$ cat src/rtl/exc_seq.sv
// exc_seq: exception/interrupt entry-and-return sequencer for the multi-cycle
// MIPS core. It arbitrates ERET / SYSCALL / interrupt at instruction
// boundaries and drives the CP0 strobes and the PC-load path in a fixed
// cycle sequence, holding fetch while it runs.
//
// Configuration macro: EXC_SYSCALL_EN
//   defined   - syscall is arbitrated (exc_code 8)
//   undefined - syscall input is ignored, exc_code is always 0
//
// Ports:
//   clk, rst    - clock, asynchronous active-high reset
//   intreq      - masked interrupt request (level, sampled at boundaries)
//   insn_done   - last cycle of an instruction (the decision point)
//   eret        - decoded ERET, valid with insn_done
//   syscall     - decoded SYSCALL, valid with insn_done
//   next_pc     - next sequential word address, valid with insn_done
//   epc         - current EPC from CP0
//   hold        - fetch/PC stall while sequencing
//   epc_we      - EPC write strobe, pc_save is the data
//   exlset      - one-cycle pulse setting SR.EXL
//   exlclr      - one-cycle pulse clearing SR.EXL
//   pc_load     - force PC to pc_target
//   pc_target   - handler vector or EPC
//   exc_code    - cause of the last entry (0 = Int, 8 = Sys)
//   exc_count   - number of entries taken, modulo 256
module exc_seq #(
  parameter logic [29:0] VECTOR = 30'h0000_1060
) (
  input  logic        clk,
  input  logic        rst,
  input  logic        intreq,
  input  logic        insn_done,
  input  logic        eret,
  input  logic        syscall,
  input  logic [29:0] next_pc,
  input  logic [29:0] epc,
  output logic        hold,
  output logic        epc_we,
  output logic [29:0] pc_save,
  output logic        exlset,
  output logic        exlclr,
  output logic        pc_load,
  output logic [29:0] pc_target,
  output logic [4:0]  exc_code,
  output logic [7:0]  exc_count
);

  typedef enum logic [1:0] {
    IDLE  = 2'd0,
    SAVE  = 2'd1,
    ENTER = 2'd2,
    RET   = 2'd3
  } state_t;

  state_t state;
  state_t nstate;

  logic sys_req;

`ifdef EXC_SYSCALL_EN
  assign sys_req = syscall;
`else
  // Port kept for a uniform interface; never arbitrated in this build.
  assign sys_req = 1'b0 & syscall;
`endif

  logic boundary;
  assign boundary = (state == IDLE) && insn_done;

  // State register
  always_ff @(posedge clk or posedge rst) begin
    if (rst) begin
      state <= IDLE;
    end else begin
      state <= nstate;
    end
  end

  // Next-state logic; priority eret > syscall > intreq
  always_comb begin
    nstate = state;
    case (state)
      IDLE: begin
        if (insn_done) begin
          if (eret) begin
            nstate = RET;
          end else if (sys_req || intreq) begin
            nstate = SAVE;
          end
        end
      end
      SAVE:    nstate = ENTER;
      ENTER:   nstate = IDLE;
      RET:     nstate = IDLE;
      default: nstate = IDLE;
    endcase
  end

  // Output logic: strobe values decoded from the state being entered, then
  // registered so every strobe is a clean flop output aligned with the state.
  logic hold_n;
  logic epc_we_n;
  logic exlset_n;
  logic exlclr_n;
  logic pc_load_n;

  always_comb begin
    hold_n    = 1'b0;
    epc_we_n  = 1'b0;
    exlset_n  = 1'b0;
    exlclr_n  = 1'b0;
    pc_load_n = 1'b0;
    case (nstate)
      SAVE: begin
        hold_n   = 1'b1;
        epc_we_n = 1'b1;
      end
      ENTER: begin
        hold_n    = 1'b1;
        exlset_n  = 1'b1;
        pc_load_n = 1'b1;
      end
      RET: begin
        hold_n    = 1'b1;
        exlclr_n  = 1'b1;
        pc_load_n = 1'b1;
      end
      default: ;
    endcase
  end

  always_ff @(posedge clk or posedge rst) begin
    if (rst) begin
      hold    <= 1'b0;
      epc_we  <= 1'b0;
      exlset  <= 1'b0;
      exlclr  <= 1'b0;
      pc_load <= 1'b0;
    end else begin
      hold    <= hold_n;
      epc_we  <= epc_we_n;
      exlset  <= exlset_n;
      exlclr  <= exlclr_n;
      pc_load <= pc_load_n;
    end
  end

  // Entry bookkeeping: saved PC and cause are latched at the boundary and
  // held until the next entry; the target is captured on entry to ENTER/RET.
  always_ff @(posedge clk or posedge rst) begin
    if (rst) begin
      pc_save   <= '0;
      exc_code  <= '0;
      pc_target <= '0;
      exc_count <= '0;
    end else begin
      if (boundary && !eret && (sys_req || intreq)) begin
        pc_save  <= next_pc;
        exc_code <= sys_req ? 5'd8 : 5'd0;
      end
      if (nstate == ENTER) begin
        pc_target <= VECTOR;
        exc_count <= exc_count + 8'd1;
      end else if (nstate == RET) begin
        pc_target <= epc;
      end
    end
  end

endmodule

$ cat config.mk
export PLATFORM = sky130hd
export DESIGN_NAME = exc_seq
export DESIGN_NICKNAME = d
export VERILOG_FILES = /design/src/rtl/exc_seq.sv
export SDC_FILE = /design/constraint.sdc
export NUM_CORES = 1
export LEC_CHECK = 0
export CORE_UTILIZATION = 40
export DETAILED_ROUTE_END_ITERATION = 10
export GPL_TIMING_DRIVEN = 1
export PLACE_DENSITY = 0.82
export RECOVER_POWER = 25
export SLEW_MARGIN = 20
export SYNTH_ARGS = -nofsm -noshare
export SYNTH_HDL_FRONTEND = slang
export SYNTH_SLANG_ARGS = --single-unit
export TNS_END_PERCENT = 10
$ cat constraint.sdc
create_clock -name clk -period 4.72 [get_ports clk]
set_clock_uncertainty 0.15 [all_clocks]
set_input_delay 0.944 -clock clk [delete_from_list [all_inputs] [get_ports clk]]
set_output_delay 0.944 -clock clk [all_outputs]
set_load 0.005 [all_outputs]
==> results.yml, run 1 <==
sta:
  setup_tns_ns: 0
  relSlewSlack_pct: 8.16
  layout_setup_ws_ns: 1.80
  finalCritPeriodShare_pct: 61.9
  fmax_ghz: 0.342
  setup_viol: 0
  fin_crit_ns: 2.92
  worst_pin_slew_ns: 1.38
  slew_viol_final: 0
  hold_violations: 0
  rsz0062_at_grt: "no"
  worst_hold_slack_ns: 0.322
clock_network:
  cts-root-buf: "clkbuf_8"
  cts.sinks: 74
  insertion_delay_ns: 0.33
  cts.repair.resized: 0
  hold_buffers: 0
  cts-htree-levels: 3
  cts_made_buffers: 9
  clkTransAtPathRegs_ns: 0.08
  cts_tree: "yes"
  cts_max_path_buffers: 2
  post_cts_buffers: 0
logic_synthesis:
  ys_ff_latch: 74
  yosysSeqAreaShare_pct: 63.9
  yosys-top-cells-area: "dfrtp_1 (64%), mux2_4 (15%), a22o_1 (8.2%)"
  ys_warn_count: 0
  synth_area_um2: 2900
  syn_area_per_cell_um2: 16.1
  yosysUniqueCellTypes: 27
  yosysTopAreaCellShare_pct: 63.9
  synth_cells: 180
  yosys.area.top_type: "dfrtp_1"
cells_and_area:
  fin_nets: 386
  multi_input_area_um2: 928
  final_common_cell: "clkdlybuf4s50_1"
  stdcell_count: 419
  seqCellArea_um2: 1850
  layout_common_cells: "clkdlybuf4s50_1 (128), dfrtp_1 (74), mux2_4 (29)"
  areaGrowthSynthToFinish_pct: 56.0
  diodes: 0
  drive_gt1_share_pct: 15.5
  fillers: 531
global_routing:
  grt_pass1_vias: 1987
  grtUsageTotal_pct: 17.0
  grt_pass1_wl_mm: 9.73
  grt-ovfl-total: 0
  antenna_found_initial: 0
  grt_max_degree: 39
critical_path:
  path_max_fanout: 31
  worstSetupPathType: "primary input to register"
  required_ns: 4.78
  crit-reg2reg-launch: "pc_load"
  crit_arrival_ns: 2.98
  reg2reg_depth: 3
  setup.worst_path.start: "insn_done"
  critPathCaptureType: "register"
  cp-start-kind: "primary input"
detailed_routing:
  post_drt_wl_per_cell_um: 14.9
  drc: 0
  vias_per_cell: 4.69
  ant_nets: 0
  drt-pass1-iter-count: 4
  drt_iter0_markers: 61
  num_vias: 1967
  drt-total-wl_mm: 6.24
power_and_ir_drop:
  powerDensity_nw_per_um2: 459
  p_leak_nw: 2.10
  total_power_mw: 2.07
  vdd_drop_max_mv: 0.228
job:
  maxCapViolations: 0
die:
  placementRows: 30
  die_y_um: 87.1
  core_area_um2: 6910
  dieArea_um2: 7590
  die_w_um: 87.1
  pin_count: 144
  initial_utilization_pct: 42.0
place:
  io_buffer_count: 137
  post-place-cells: 404
  dpl_worst_slack_ns: 1.30
  routabilityCongestion: 0.762
  dp_hpwl_mm: 4.42
status:
  status: "completed"
hold_path:
  min_path_cells: 1
  worstHoldStart: "exc_count[7]"
  hp-class: "register to register"
-- cells by family after synthesis --
kind of cell / synth area share, %
DFF: 63.9
AOI/OAI and AO/OA: 9.50
muxes: 15.8
buffers and inverters: 4.49
and+or+nand+nor: 3.63
xor gates and xnor gates: 2.12
adders and majority gates: 0.432
other: 0.129
-- layout make-up --
| class | instances | area share [%] |
|---|---|---|
| inverters | 4 | 0.332 |
| flip-flops and latches | 74 | 41.0 |
| multi-input cells | 92 | 20.5 |
| well taps | 96 | 2.66 |
| clock buffers | 11 | 3.35 |
| repair buffers | 138 | 30.5 |
| clock inverters | 4 | 1.63 |
-- critical path, stage by stage --
cell             delay, ns
clkdlybuf4s50_1       0.48
nor3b_1               0.46
nand3b_4              0.59
mux2_4                0.49
-- per-layer routing --
layer  global-route usage, %  share of wire, %  wire length [um]
met2                    27.1                50              3100
met5                       0                 0                 0
met3                    4.27               5.6               350
met4                    7.60               1.4                90
met1                    22.1                43              2700
-- synthesized netlist by cell type, drive strengths merged --
master and count:
or2 2, nand3b 2, ha 1, xnor2 4, and3 2, inv 4
conb 1, nor2 1, dfrtp 74, xor2 3, nand2 4, nor2b 1
a21oi 1, o21a 1, o22a 3, a22o 27, nor3 1, mux2 31
nand4 2, buf 14, nor3b 1
-- worst paths after layout --
path | end | slack, ns
max | pc_save[26] | 1.80
min | exc_count[7] | 0.32
max reg2reg | pc_save[26] | 2.44
min reg2reg | exc_count[7] | 0.32
max in group asynchronous | pc_target[7] | 1.95
min in group asynchronous | pc_target[3] | 1.30
-- report_power, final --
group          leakage [nW]  switching, mW  internal, mW
Sequential            0.924          0.103         0.790
Clock                 0.116          0.218         0.325
Combinational          1.06          0.177         0.459
Total                  2.10          0.498          1.57
-- sequential cells by signal, indices dropped and copies added (netlist names) --
signal,cells
exc_count,8
pc_save,30
pc_load,1
pc_target,30
state,1
exlclr,1
exlset,1
epc_we,1
hold,1
-- stage by stage --
stage,instance area [um2],utilization (%)
global placement,4300,62.2
global route,4520,65.4
detailed placement,4300,62.2
finish,4520,65.4
floorplan,2910,-
CTS,4520,65.5
No activity file was read; power rests on OpenSTA's default activity.
==> run 2: changes to the inputs <==
Clock period 4.72 ns to 2.95 ns, I/O delays scaled along.
==> results.yml, run 2 (synthesis gave the netlist of run 1 again) <==
global_routing:
  grt-ovfl-total: 0
  antenna_found_initial: 0
  grt_pass1_vias: 1981
  grt_pass1_wl_mm: 9.77
  grt_max_degree: 38
  grtUsageTotal_pct: 17.1
cells_and_area:
  fin_nets: 389
  layout_common_cells: "clkdlybuf4s50_1 (136), dfrtp_1 (74), mux2_4 (29)"
  top_regs: "pc_save: 30 flops, pc_target: 30 flops, exc_count: 8 flops"
  final_common_cell: "clkdlybuf4s50_1"
  drive_gt1_share_pct: 15.6
  diodes: 0
  fillers: 542
  areaGrowthSynthToFinish_pct: 56.6
sta:
  fmax_ghz: 0.460
  finalCritPeriodShare_pct: 73.6
  slew_viol_final: 0
  hold_violations: 0
  fin_crit_ns: 2.17
  setup_viol: 0
  relSlewSlack_pct: 19.9
  rsz0062_at_grt: "no"
  worst_pin_slew_ns: 1.20
  setup_tns_ns: 0
  layout_setup_ws_ns: 0.778
detailed_routing:
  drc: 0
  vias_per_cell: 4.61
  post_drt_wl_per_cell_um: 15.3
  num_vias: 1947
  drt-total-wl_mm: 6.45
  ant_nets: 0
  drt-pass1-iter-count: 4
  drt_iter0_markers: 40
die:
  core_area_um2: 6910
  pin_count: 144
  die_y_um: 87.1
  placementRows: 30
  initial_utilization_pct: 42.0
  die_w_um: 87.1
  dieArea_um2: 7590
clock_network:
  cts_max_path_buffers: 2
  post_cts_buffers: 0
  insertion_delay_ns: 0.33
  hold_buffers: 0
  cts_tree: "yes"
  cts.repair.resized: 0
  cts-htree-levels: 3
  cts_made_buffers: 9
  cts.sinks: 74
  cts-root-buf: "clkbuf_8"
  clkTransAtPathRegs_ns: 0.08
job:
  maxCapViolations: 0
critical_path:
  path_max_fanout: 28
  cp-start-kind: "primary input"
  critPathCaptureType: "register"
  required_ns: 3.07
  crit_arrival_ns: 2.29
  worstSetupPathType: "primary input to register"
hold_path:
  hp-class: "register to register"
place:
  dp_hpwl_mm: 4.60
  routabilityCongestion: 0.728
  dpl_worst_slack_ns: 0.590
  io_buffer_count: 137
power_and_ir_drop:
  p_leak_nw: 2.08
  vdd_drop_max_mv: 0.374
  powerDensity_nw_per_um2: 725
status:
  status: "completed"
==> run 2: changes by cell type in the layout (fill, tap and decap cells not counted), moves of 2 or more <==
cell	delta
clkbuf_8	-2
buf_12	+2
clkinvlp_4	+2
clkbuf_1	+2
dlygate4sd3_1	-8
clkdlybuf4s50_1	+8
==> run 2: critical path, stage by stage <==
cell and delay [ns]:
clkdlybuf4s50_1 0.47, nor3b_1 0.38, nand2_1 0.22, inv_2 0.40, a22o_1 0.21
==> run 2: final timing paths <==
check,startpoint,end,slack (ns),cells after the start
max,insn_done,pc_target[8],0.78,5
min,exc_count[7],exc_count[7],0.32,1
min in group asynchronous,rst,pc_target[3],0.87,2
max reg2reg,pc_load,pc_target[8],1.07,4
min reg2reg,exc_count[7],exc_count[7],0.32,1
max in group asynchronous,rst,pc_save[10],0.81,3
==> run 2: cell type report <==
class | instances | area (um2) | share of cell area [%]
repair buffers | 141 | 1420 | 31.4
flip-flops and latches | 74 | 1850 | 40.8
clock buffers | 10 | 128 | 2.81
inverters | 4 | 15.0 | 0.331
multi-input cells | 92 | 920 | 20.3
well taps | 96 | 120 | 2.65
clock inverters | 5 | 80.1 | 1.77
==> run 2: stage by stage <==
step / std cells / hold slack, ns / instance area, um2 / util (%) / power [mW]
2_1_floorplan: 184 / 0.318 / 2910 / - / 1.83
3_3_place_gp: 407 / 0.312 / 4340 / 62.9 / 2.46
3_5_place_dp: 407 / 0.316 / 4340 / 62.9 / 2.49
4_1_cts: 422 / 0.329 / 4550 / 65.9 / 3.34
5_1_grt: 422 / 0.352 / 4540 / 65.7 / 3.46
6_report: 422 / 0.322 / 4540 / 65.7 / 3.29
==> run 2: report_power, final <==
group	internal [mW]	switching, mW	total, mW	leakage [nW]
Clock	0.470	0.352	0.823	0.0984
Combinational	0.750	0.284	1.03	1.06
Sequential	1.26	0.167	1.43	0.924
Total	2.48	0.804	3.29	2.08
==> run 2: metal layers <==
metal / up-vias / routed length (um) / track usage (%)
met2: 76 / 3230 / 28.8
met3: 12 / 404 / 4.45
met4: 0 / 102 / 6.71
li1: 914 / - / -
met5: - / 0 / 0
met1: 945 / 2710 / 21.0
